`src/rtl/stu_pkg.sv`:
```
// Shared types and helpers for the store unit: op/AMO encodings, size and AMO decode, exception causes.
// Latency: n/a (types and pure functions only).
// Backpressure: n/a.
package stu_pkg;

    typedef enum logic [3:0] {
        STU_SB        = 4'd0,
        STU_SH        = 4'd1,
        STU_SW        = 4'd2,
        STU_SD        = 4'd3,
        STU_AMOADD_W  = 4'd4,
        STU_AMOADD_D  = 4'd5,
        STU_AMOSWAP_W = 4'd6,
        STU_AMOSWAP_D = 4'd7
    } stu_op_t;

    typedef enum logic [1:0] {
        AMO_NONE = 2'd0,
        AMO_ADD  = 2'd1,
        AMO_SWAP = 2'd2
    } amo_t;

    localparam logic [5:0] CAUSE_ILLEGAL_INSTR = 6'd2;
    localparam logic [5:0] CAUSE_ST_MISALIGNED = 6'd6;

    // log2 of the access size in bytes: 0=byte .. 3=doubleword
    function automatic logic [1:0] op_size(input stu_op_t op);
        case (op)
            STU_SB:                       return 2'd0;
            STU_SH:                       return 2'd1;
            STU_SW, STU_AMOADD_W,
            STU_AMOSWAP_W:                return 2'd2;
            default:                      return 2'd3;
        endcase
    endfunction

    function automatic logic op_is_amo(input stu_op_t op);
        return op inside {STU_AMOADD_W, STU_AMOADD_D, STU_AMOSWAP_W, STU_AMOSWAP_D};
    endfunction

    function automatic amo_t op_amo(input stu_op_t op);
        case (op)
            STU_AMOADD_W, STU_AMOADD_D:   return AMO_ADD;
            STU_AMOSWAP_W, STU_AMOSWAP_D: return AMO_SWAP;
            default:                      return AMO_NONE;
        endcase
    endfunction

    // An access is misaligned when any address bit below its size is set
    function automatic logic is_misaligned(input logic [2:0] lsb, input logic [1:0] size);
        case (size)
            2'd0:    return 1'b0;
            2'd1:    return lsb[0];
            2'd2:    return |lsb[1:0];
            default: return |lsb[2:0];
        endcase
    endfunction

endpackage

```
`src/rtl/stu_req_fifo.sv`:
```
// Circular request FIFO of DEPTH entries with flush and occupancy count.
// Latency: a pushed entry is visible at data_o the cycle after the push.
// Backpressure: full_o refuses pushes (even with a same-cycle pop); flush_i clears and overrides push/pop.
// Ports: clk_i/rst_ni, flush_i, push_i/data_i, pop_i, data_o (head), full_o, count_o.
module stu_req_fifo #(
    parameter int DEPTH = 4,
    parameter int WIDTH = 8
) (
    input  logic                         clk_i,
    input  logic                         rst_ni,
    input  logic                         flush_i,
    input  logic                         push_i,
    input  logic [WIDTH-1:0]             data_i,
    input  logic                         pop_i,
    output logic [WIDTH-1:0]             data_o,
    output logic                         full_o,
    output logic [$clog2(DEPTH+1)-1:0]   count_o
);

    localparam int PW = $clog2(DEPTH);
    localparam int CW = $clog2(DEPTH + 1);

    logic [WIDTH-1:0] r_mem [DEPTH];
    logic [PW-1:0]    r_wr_ptr;
    logic [PW-1:0]    r_rd_ptr;
    logic [CW-1:0]    r_count;

    logic w_full;
    logic w_push;
    logic w_pop;

    assign w_full  = (r_count == CW'(DEPTH));
    assign w_push  = push_i & ~w_full & ~flush_i;
    assign w_pop   = pop_i & (r_count != '0) & ~flush_i;
    assign full_o  = w_full;
    assign count_o = r_count;
    assign data_o  = r_mem[r_rd_ptr];

    // Pointers wrap naturally because DEPTH is a power of two
    always_ff @(posedge clk_i or negedge rst_ni) begin
        if (!rst_ni) begin
            r_wr_ptr <= '0;
            r_rd_ptr <= '0;
            r_count  <= '0;
        end else if (flush_i) begin
            r_wr_ptr <= '0;
            r_rd_ptr <= '0;
            r_count  <= '0;
        end else begin
            if (w_push) r_wr_ptr <= r_wr_ptr + PW'(1);
            if (w_pop)  r_rd_ptr <= r_rd_ptr + PW'(1);
            r_count <= r_count + CW'(w_push) - CW'(w_pop);
        end
    end

    always_ff @(posedge clk_i) begin
        if (w_push) r_mem[r_wr_ptr] <= data_i;
    end

endmodule

```
`src/rtl/store_unit_mq.sv`:
```
// Store front-end: queues in-order store/AMO requests, translates the head, aligns data, issues to store buffer/AMO path.
// Latency: push at t, DTLB hit at t+1, issue handshake and writeback at t+2 at the earliest.
// Backpressure: ready_o drops when the queue is full; issue holds a stable payload until sb_ready_i/amo_ready_i.
// Ports: request (valid_i/ready_o, op/vaddr/data/be/trans_id), DTLB (translation_req_o, vaddr_o, hit/paddr/ex),
//        store buffer (sb_*), AMO path (amo_*, only with STU_AMO_EN defined), writeback (wb_*, no backpressure).
// Build option: STU_AMO_EN routes AMOs through amo_valid_o/amo_ready_i; otherwise AMOs write back illegal-instruction.
module store_unit_mq
    import stu_pkg::*;
#(
    parameter int XLEN          = 64,
    parameter int VLEN          = 39,
    parameter int PLEN          = 56,
    parameter int DEPTH         = 4,
    parameter int TRANS_ID_BITS = 3
) (
    input  logic                     clk_i,
    input  logic                     rst_ni,
    input  logic                     flush_i,
    input  logic                     valid_i,
    output logic                     ready_o,
    input  stu_op_t                  op_i,
    input  logic [VLEN-1:0]          vaddr_i,
    input  logic [XLEN-1:0]          data_i,
    input  logic [XLEN/8-1:0]        be_i,
    input  logic [TRANS_ID_BITS-1:0] trans_id_i,
    output logic                     translation_req_o,
    output logic [VLEN-1:0]          vaddr_o,
    input  logic                     dtlb_hit_i,
    input  logic [PLEN-1:0]          paddr_i,
    input  logic                     ex_valid_i,
    input  logic [5:0]               ex_cause_i,
    output logic                     sb_valid_o,
    input  logic                     sb_ready_i,
    output logic [PLEN-1:0]          sb_paddr_o,
    output logic [XLEN-1:0]          sb_data_o,
    output logic [XLEN/8-1:0]        sb_be_o,
    output logic [1:0]               sb_size_o,
`ifdef STU_AMO_EN
    output logic                     amo_valid_o,
    input  logic                     amo_ready_i,
    output amo_t                     amo_op_o,
`endif
    output logic                     wb_valid_o,
    output logic [TRANS_ID_BITS-1:0] wb_trans_id_o,
    output logic                     wb_ex_valid_o,
    output logic [5:0]               wb_ex_cause_o
);

    localparam int AW = $clog2(XLEN / 8);
    localparam int CW = $clog2(DEPTH + 1);

    typedef struct packed {
        stu_op_t                  op;
        logic [VLEN-1:0]          vaddr;
        logic [XLEN-1:0]          data;
        logic [XLEN/8-1:0]        be;
        logic [TRANS_ID_BITS-1:0] id;
    } req_t;

    typedef enum logic [1:0] {S_IDLE, S_XLATE, S_ISSUE} state_t;

    state_t          r_state;
    logic [PLEN-1:0] r_paddr;

    req_t            w_req_in;
    req_t            w_head;
    logic            w_full;
    logic [CW-1:0]   w_count;
    logic            w_push_ok;
    logic            w_pop;
    logic            w_is_amo;
    logic            w_illegal;
    logic            w_misal;
    logic            w_amo_wait;
    logic            w_in_xlate;
    logic            w_in_issue;
    logic            w_xlate_wb;
    logic            w_hs;
    logic [XLEN-1:0] w_shift_data;
    logic [XLEN-1:0] w_issue_data;

    assign w_req_in.op    = op_i;
    assign w_req_in.vaddr = vaddr_i;
    assign w_req_in.data  = data_i;
    assign w_req_in.be    = be_i;
    assign w_req_in.id    = trans_id_i;

    stu_req_fifo #(
        .DEPTH (DEPTH),
        .WIDTH ($bits(req_t))
    ) u_fifo (
        .clk_i   (clk_i),
        .rst_ni  (rst_ni),
        .flush_i (flush_i),
        .push_i  (valid_i),
        .data_i  (w_req_in),
        .pop_i   (w_pop),
        .data_o  (w_head),
        .full_o  (w_full),
        .count_o (w_count)
    );

    assign ready_o    = ~w_full;
    assign w_push_ok  = valid_i & ~w_full & ~flush_i;
    assign w_in_xlate = (r_state == S_XLATE);
    assign w_in_issue = (r_state == S_ISSUE) & ~flush_i;
    assign w_is_amo   = op_is_amo(w_head.op);
    assign w_misal    = is_misaligned(w_head.vaddr[2:0], op_size(w_head.op));

`ifdef STU_AMO_EN
    // A head AMO is held in XLATE until the AMO path can take it, so only one is ever in flight
    assign w_illegal   = 1'b0;
    assign w_amo_wait  = w_is_amo & ~amo_ready_i;
    assign amo_valid_o = w_in_issue & w_is_amo;
    assign amo_op_o    = amo_valid_o ? op_amo(w_head.op) : AMO_NONE;
    assign sb_valid_o  = w_in_issue & ~w_is_amo;
    assign w_hs        = (sb_valid_o & sb_ready_i) | (amo_valid_o & amo_ready_i);
    assign w_issue_data = w_is_amo ? w_head.data : w_shift_data;
`else
    assign w_illegal   = w_is_amo;
    assign w_amo_wait  = 1'b0;
    assign sb_valid_o  = w_in_issue;
    assign w_hs        = sb_valid_o & sb_ready_i;
    assign w_issue_data = w_shift_data;
`endif

    // Illegal and misaligned heads complete without ever asking the DTLB
    assign translation_req_o = w_in_xlate & ~w_illegal & ~w_misal & ~w_amo_wait;
    assign vaddr_o           = w_in_xlate ? w_head.vaddr : '0;

    assign w_xlate_wb = ~flush_i & w_in_xlate &
                        (w_illegal | w_misal | (translation_req_o & ex_valid_i));

    // Every writeback retires the head entry
    assign w_pop         = wb_valid_o;
    assign wb_valid_o    = w_xlate_wb | w_hs;
    assign wb_ex_valid_o = w_xlate_wb;
    assign wb_trans_id_o = wb_valid_o ? w_head.id : '0;
    assign wb_ex_cause_o = !w_xlate_wb ? 6'd0 :
                           w_illegal   ? CAUSE_ILLEGAL_INSTR :
                           w_misal     ? CAUSE_ST_MISALIGNED : ex_cause_i;

    // Store data is right-justified on entry; move it to its byte lane
    assign w_shift_data = w_head.data << {w_head.vaddr[AW-1:0], 3'b000};

    // Payload is zero outside ISSUE so idle outputs stay quiet
    assign sb_paddr_o = (r_state == S_ISSUE) ? r_paddr : '0;
    assign sb_data_o  = (r_state == S_ISSUE) ? w_issue_data : '0;
    assign sb_be_o    = (r_state == S_ISSUE) ? w_head.be : '0;
    assign sb_size_o  = (r_state == S_ISSUE) ? op_size(w_head.op) : 2'd0;

    always_ff @(posedge clk_i or negedge rst_ni) begin
        if (!rst_ni) begin
            r_state <= S_IDLE;
            r_paddr <= '0;
        end else if (flush_i) begin
            r_state <= S_IDLE;
        end else begin
            case (r_state)
                S_IDLE: begin
                    // Entering on the push itself gives the head a DTLB lookup the next cycle
                    if (w_count != '0 || w_push_ok) r_state <= S_XLATE;
                end
                S_XLATE: begin
                    if (w_xlate_wb) begin
                        r_state <= S_IDLE;
                    end else if (translation_req_o && dtlb_hit_i) begin
                        r_paddr <= paddr_i;
                        r_state <= S_ISSUE;
                    end
                end
                S_ISSUE: begin
                    if (w_hs) r_state <= (w_count > CW'(1)) ? S_XLATE : S_IDLE;
                end
                default: r_state <= S_IDLE;
            endcase
        end
    end

endmodule

```
`config.mk`:
```
export PLATFORM = sky130hd
export DESIGN_NAME = store_unit_mq
export DESIGN_NICKNAME = d
export VERILOG_FILES = /design/src/rtl/stu_pkg.sv /design/src/rtl/stu_req_fifo.sv /design/src/rtl/store_unit_mq.sv
export SDC_FILE = /design/constraint.sdc
export NUM_CORES = 1
export LEC_CHECK = 0
export ABC_AREA = 1
export CAP_MARGIN = 20
export CORE_ASPECT_RATIO = 0.8
export CORE_MARGIN = 4
export CORE_UTILIZATION = 54
export DETAILED_ROUTE_END_ITERATION = 7
export PLACE_DENSITY_LB_ADDON = 0.3
export SYNTH_ARGS = -nofsm -noshare
export SYNTH_HDL_FRONTEND = slang
export SYNTH_SLANG_ARGS = --single-unit
```
`constraint.sdc`:
```
create_clock -name clk_i -period 8.4 [get_ports clk_i]
set_clock_uncertainty 0.05 [all_clocks]
set_input_delay 2.1 -clock clk_i [delete_from_list [all_inputs] [get_ports clk_i]]
set_output_delay 2.1 -clock clk_i [all_outputs]
set_load 0.02 [all_outputs]
```
==> impl_metrics.env <==
export IMPL_postCtsHoldBufs=0
export IMPL_min_period_ps=7034
export IMPL_detail_route_wl_per_cell_um=19.90
export IMPL_avgViaCountPerCell=5.574
export IMPL_critPathRequiredTime_ps=6250
export IMPL_worstHoldPathCells=2
export IMPL_setup_viol=0
export IMPL_setup_tns_final_ps=0
export IMPL_reg2reg_depth=18
export IMPL_dieWidth_um=238.5
export IMPL_maxCapViolations=0
export IMPL_syn_num_nets=2321
export IMPL_netlist_area_um2=22950
export IMPL_p_per_area_nw_per_um2=236.5
export IMPL_drt_iter0_markers=1574
export IMPL_grt_pass1_vias=16060
export IMPL_insertion_delay_ps=570
export IMPL_max_stage_delay_ps=710
export IMPL_final_area_um2=28710
export IMPL_io_buffer_count=369
export IMPL_crit_top_cell="nand2_1"
export IMPL_cts_setup_buffers=0
export IMPL_ant_nets=0
export IMPL_yosysWarnings=0
export IMPL_p_switching_mw=1.876
export IMPL_critical_path_arrival_ps=4880
export IMPL_ys_ff_latch=537
export IMPL_die_h_um=192.4
export IMPL_fmax_mhz=142.2
export IMPL_area_growth_pct=25.08
export IMPL_postSynthAreaPerCell_um2=10.80
export IMPL_grtUsageTotal=0.2534
export IMPL_cp_depth=14
export IMPL_io_pins=370
export IMPL_crit_chain="buf_4, buf_4, nand2_1, nand3_1, nand2_2, nand2_1, nor2_1, nor2_1, nor2_2, nand3_1, nand2_1, nand2_1, o21a_1, clkdlybuf4s50_1"
export IMPL_seqPwrFrac=0.467
export IMPL_vias=16910
export IMPL_dr_pass1_iters=7
export IMPL_drc=0
export IMPL_clockBufferDepth=3
export IMPL_ys_types=30
export IMPL_power_frac_comb=0.189
export IMPL_worst_path_max_fanout=74
export IMPL_start_kind="register"
export IMPL_clkTransAtPathRegs_ps=60
export IMPL_rsz0062_at_grt="false"
export IMPL_grt_max_degree=120
export IMPL_ctsHtreeMaxLevel=2
export IMPL_grt_pass1_wl_mm=90.92
export IMPL_drive_gt1_frac=0.04768
export IMPL_grt_busiest_layer="met2"
export IMPL_root_buffer="clkbuf_16"
export IMPL_drv_slew=0
export IMPL_grt_ovfl_total=0
export IMPL_power_leakage_nw=10.55
export IMPL_worstMarginPinSlew_ps=1060
export IMPL_dieArea_um2=45880
export IMPL_num_fill_cells=3068
export IMPL_placed_cell_area_um2=26970
export IMPL_synth_seq_area_share=0.6884
export IMPL_start_util=0.5476
export IMPL_fin_nets=2628
export IMPL_power_internal_mw=4.914
export IMPL_cts_tree="done"
export IMPL_cts_resized=0
export IMPL_p_sw_frac=0.2763
export IMPL_dp_hpwl_mm=38.16
export IMPL_cp_num_buf_inv=3
export IMPL_row_count=67
export IMPL_worstSetupPathType="register to primary output"
export IMPL_irDropWorstVdd_uv=170.8
export IMPL_grt_util_met3=0.06201
export IMPL_status="complete, no violations"
export IMPL_clkSinkCount=537
export IMPL_place_congestion=0.9387
export IMPL_crit_slowest_cell="buf_4"
export IMPL_met1_usage=0.3467
export IMPL_crit_family="buffers and inverters"
export IMPL_slew_headroom=0.2918
export IMPL_fp_coreArea_um2=41920
export IMPL_cts_buffers=51
export IMPL_hold_viol=0
export IMPL_synth_cells=2125
export IMPL_use_met2=0.3991
export IMPL_antenna_found_initial=19
export IMPL_finalCritPeriodShare=0.8374
export IMPL_clkPwrFrac=0.344
export IMPL_worstHoldPathType="register to register"
export IMPL_wl_mm=60.37
export IMPL_critPathCaptureType="primary output"
[path summary, 6_finish.rpt]
path / end / from / slack [ps]
worst max-delay path: wb_trans_id_o[0] / u_fifo.r_rd_ptr[0] / 1370
worst min-delay path: r_paddr[43] / r_paddr[43] / 420
worst max register to register: r_paddr[14] / u_fifo.r_rd_ptr[0] / 3260
worst min register to register: r_paddr[43] / r_paddr[43] / 420
max in group asynchronous: u_fifo.r_rd_ptr[0] / rst_ni / 6000
min in group asynchronous: r_paddr[6] / rst_ni / 1670
[cell type report]
type                            instances  area [µm²]  share of cell area
Clock inverter                         32       371.6             0.01294
Timing Repair Buffer                  394        3914              0.1363
Clock buffer                           64        1345             0.04685
Multi-Input combinational cell       1354        6203              0.2161
Inverter                               94       360.3             0.01255
Sequential cell                       537       15810              0.5506
Antenna cell                            7       17.52           0.0006102
Tap cell                              552       690.7             0.02406
[stage by stage]
stage / power, mW / worst slack (ps) / util / hold WS [ps] / std cells
floorplan: 4.001 / 387.8 / - / 391.9 / 2125
global placement: 4.469 / 2090 / 0.6430 / 403.4 / 2930
detailed placement: 4.495 / 1997 / 0.6435 / 408.3 / 2931
CTS: 6.833 / 1384 / 0.6845 / 423.5 / 3027
global route: 7.102 / 985.3 / 0.6848 / 438.9 / 3033
finish: 6.790 / 1366 / 0.6849 / 420.0 / 3034
[synthesized netlist by cell type]
| master | instances | area share |
|---|---|---|
| a21oi_1 | 131 | 0.029 |
| a32o_1 | 54 | 0.024 |
| buf_1 | 30 | 0.0049 |
| buf_2 | 25 | 0.0055 |
| buf_4 | 6 | 0.0020 |
| buf_6 | 7 | 0.0034 |
| clkbuf_1 | 72 | 0.012 |
| clkinv_1 | 1 | 0.00016 |
| dfrtp_1 | 65 | 0.071 |
| edfxtp_1 | 472 | 0.62 |
| fa_1 | 1 | 0.00087 |
| ha_1 | 8 | 0.0044 |
| inv_1 | 88 | 0.014 |
| inv_2 | 5 | 0.00082 |
| mux2i_1 | 7 | 0.0031 |
| nand2_1 | 509 | 0.083 |
| nand2_2 | 1 | 0.00027 |
| nand3_1 | 90 | 0.020 |
| nand4_1 | 2 | 0.00055 |
| nor2_1 | 333 | 0.054 |
| nor2_2 | 3 | 0.00082 |
| nor3_1 | 1 | 0.00022 |
| nor4_1 | 1 | 0.00027 |
| o211ai_2 | 2 | 0.0011 |
| o21a_1 | 3 | 0.00098 |
| o21ai_0 | 195 | 0.043 |
| o221ai_1 | 4 | 0.0015 |
| o22ai_1 | 6 | 0.0016 |
| o31ai_1 | 2 | 0.00065 |
| xor2_1 | 1 | 0.00038 |
[worst min-delay path, stage by stage, from the launching register on]
cell	delay, ps
dfrtp_1	340
nand2_1	50
nand2_1	50
[layout by cell type, fill, tap and decap left out, types with 11 or more instances in the layout]
master,Yosys,routed
edfxtp_1,472,472
clkinv_1,1,13
inv_1,88,87
a21oi_1,131,131
clkdlybuf4s50_1,0,368
dfrtp_1,65,63
nand2_1,509,508
a32o_1,54,54
clkbuf_1,72,11
buf_4,6,22
clkbuf_16,0,51
nor2_1,333,329
nand3_1,90,90
o21ai_0,195,195
[sequential cells by signal, indices dropped and copies added (netlist names)]
register and flops:
u_fifo.count_o 3, r_state 2, u_fifo.r_wr_ptr 2, u_fifo.r_mem 472, u_fifo.r_rd_ptr 2, r_paddr 56
[power groups by stage]
| stage | clock (mW) | sequential (mW) | combinational, mW |
|---|---|---|---|
| 2_1_floorplan | 0 | 3.23 | 0.772 |
| 3_3_place_gp | 0 | 3.22 | 1.25 |
| 3_5_place_dp | 0 | 3.22 | 1.27 |
| 4_1_cts | 2.38 | 3.17 | 1.28 |
| 5_1_grt | 2.50 | 3.18 | 1.42 |
| 6_report | 2.34 | 3.17 | 1.28 |
[layer usage]
metal,share of wire,vias up
li1,-,7952
met2,0.47,694
met3,0.084,159
met1,0.41,8080
met4,0.038,26
met5,0.0027,-
[logic make-up (layout without fill, tap and decap cells)]
group	count (synthesis)	count (layout)	synth area share
buffers and inverters	234	584	0.04290
AOI/OAI and AO/OA	397	397	0.1005
other	0	7	0
xor gates and xnor gates	1	1	0.0003817
muxes	7	7	0.003053
adders and majority gates	9	9	0.005234
DFF	537	537	0.6884
and+or+nand+nor	940	940	0.1595
Power figures use the tool's default switching activity.
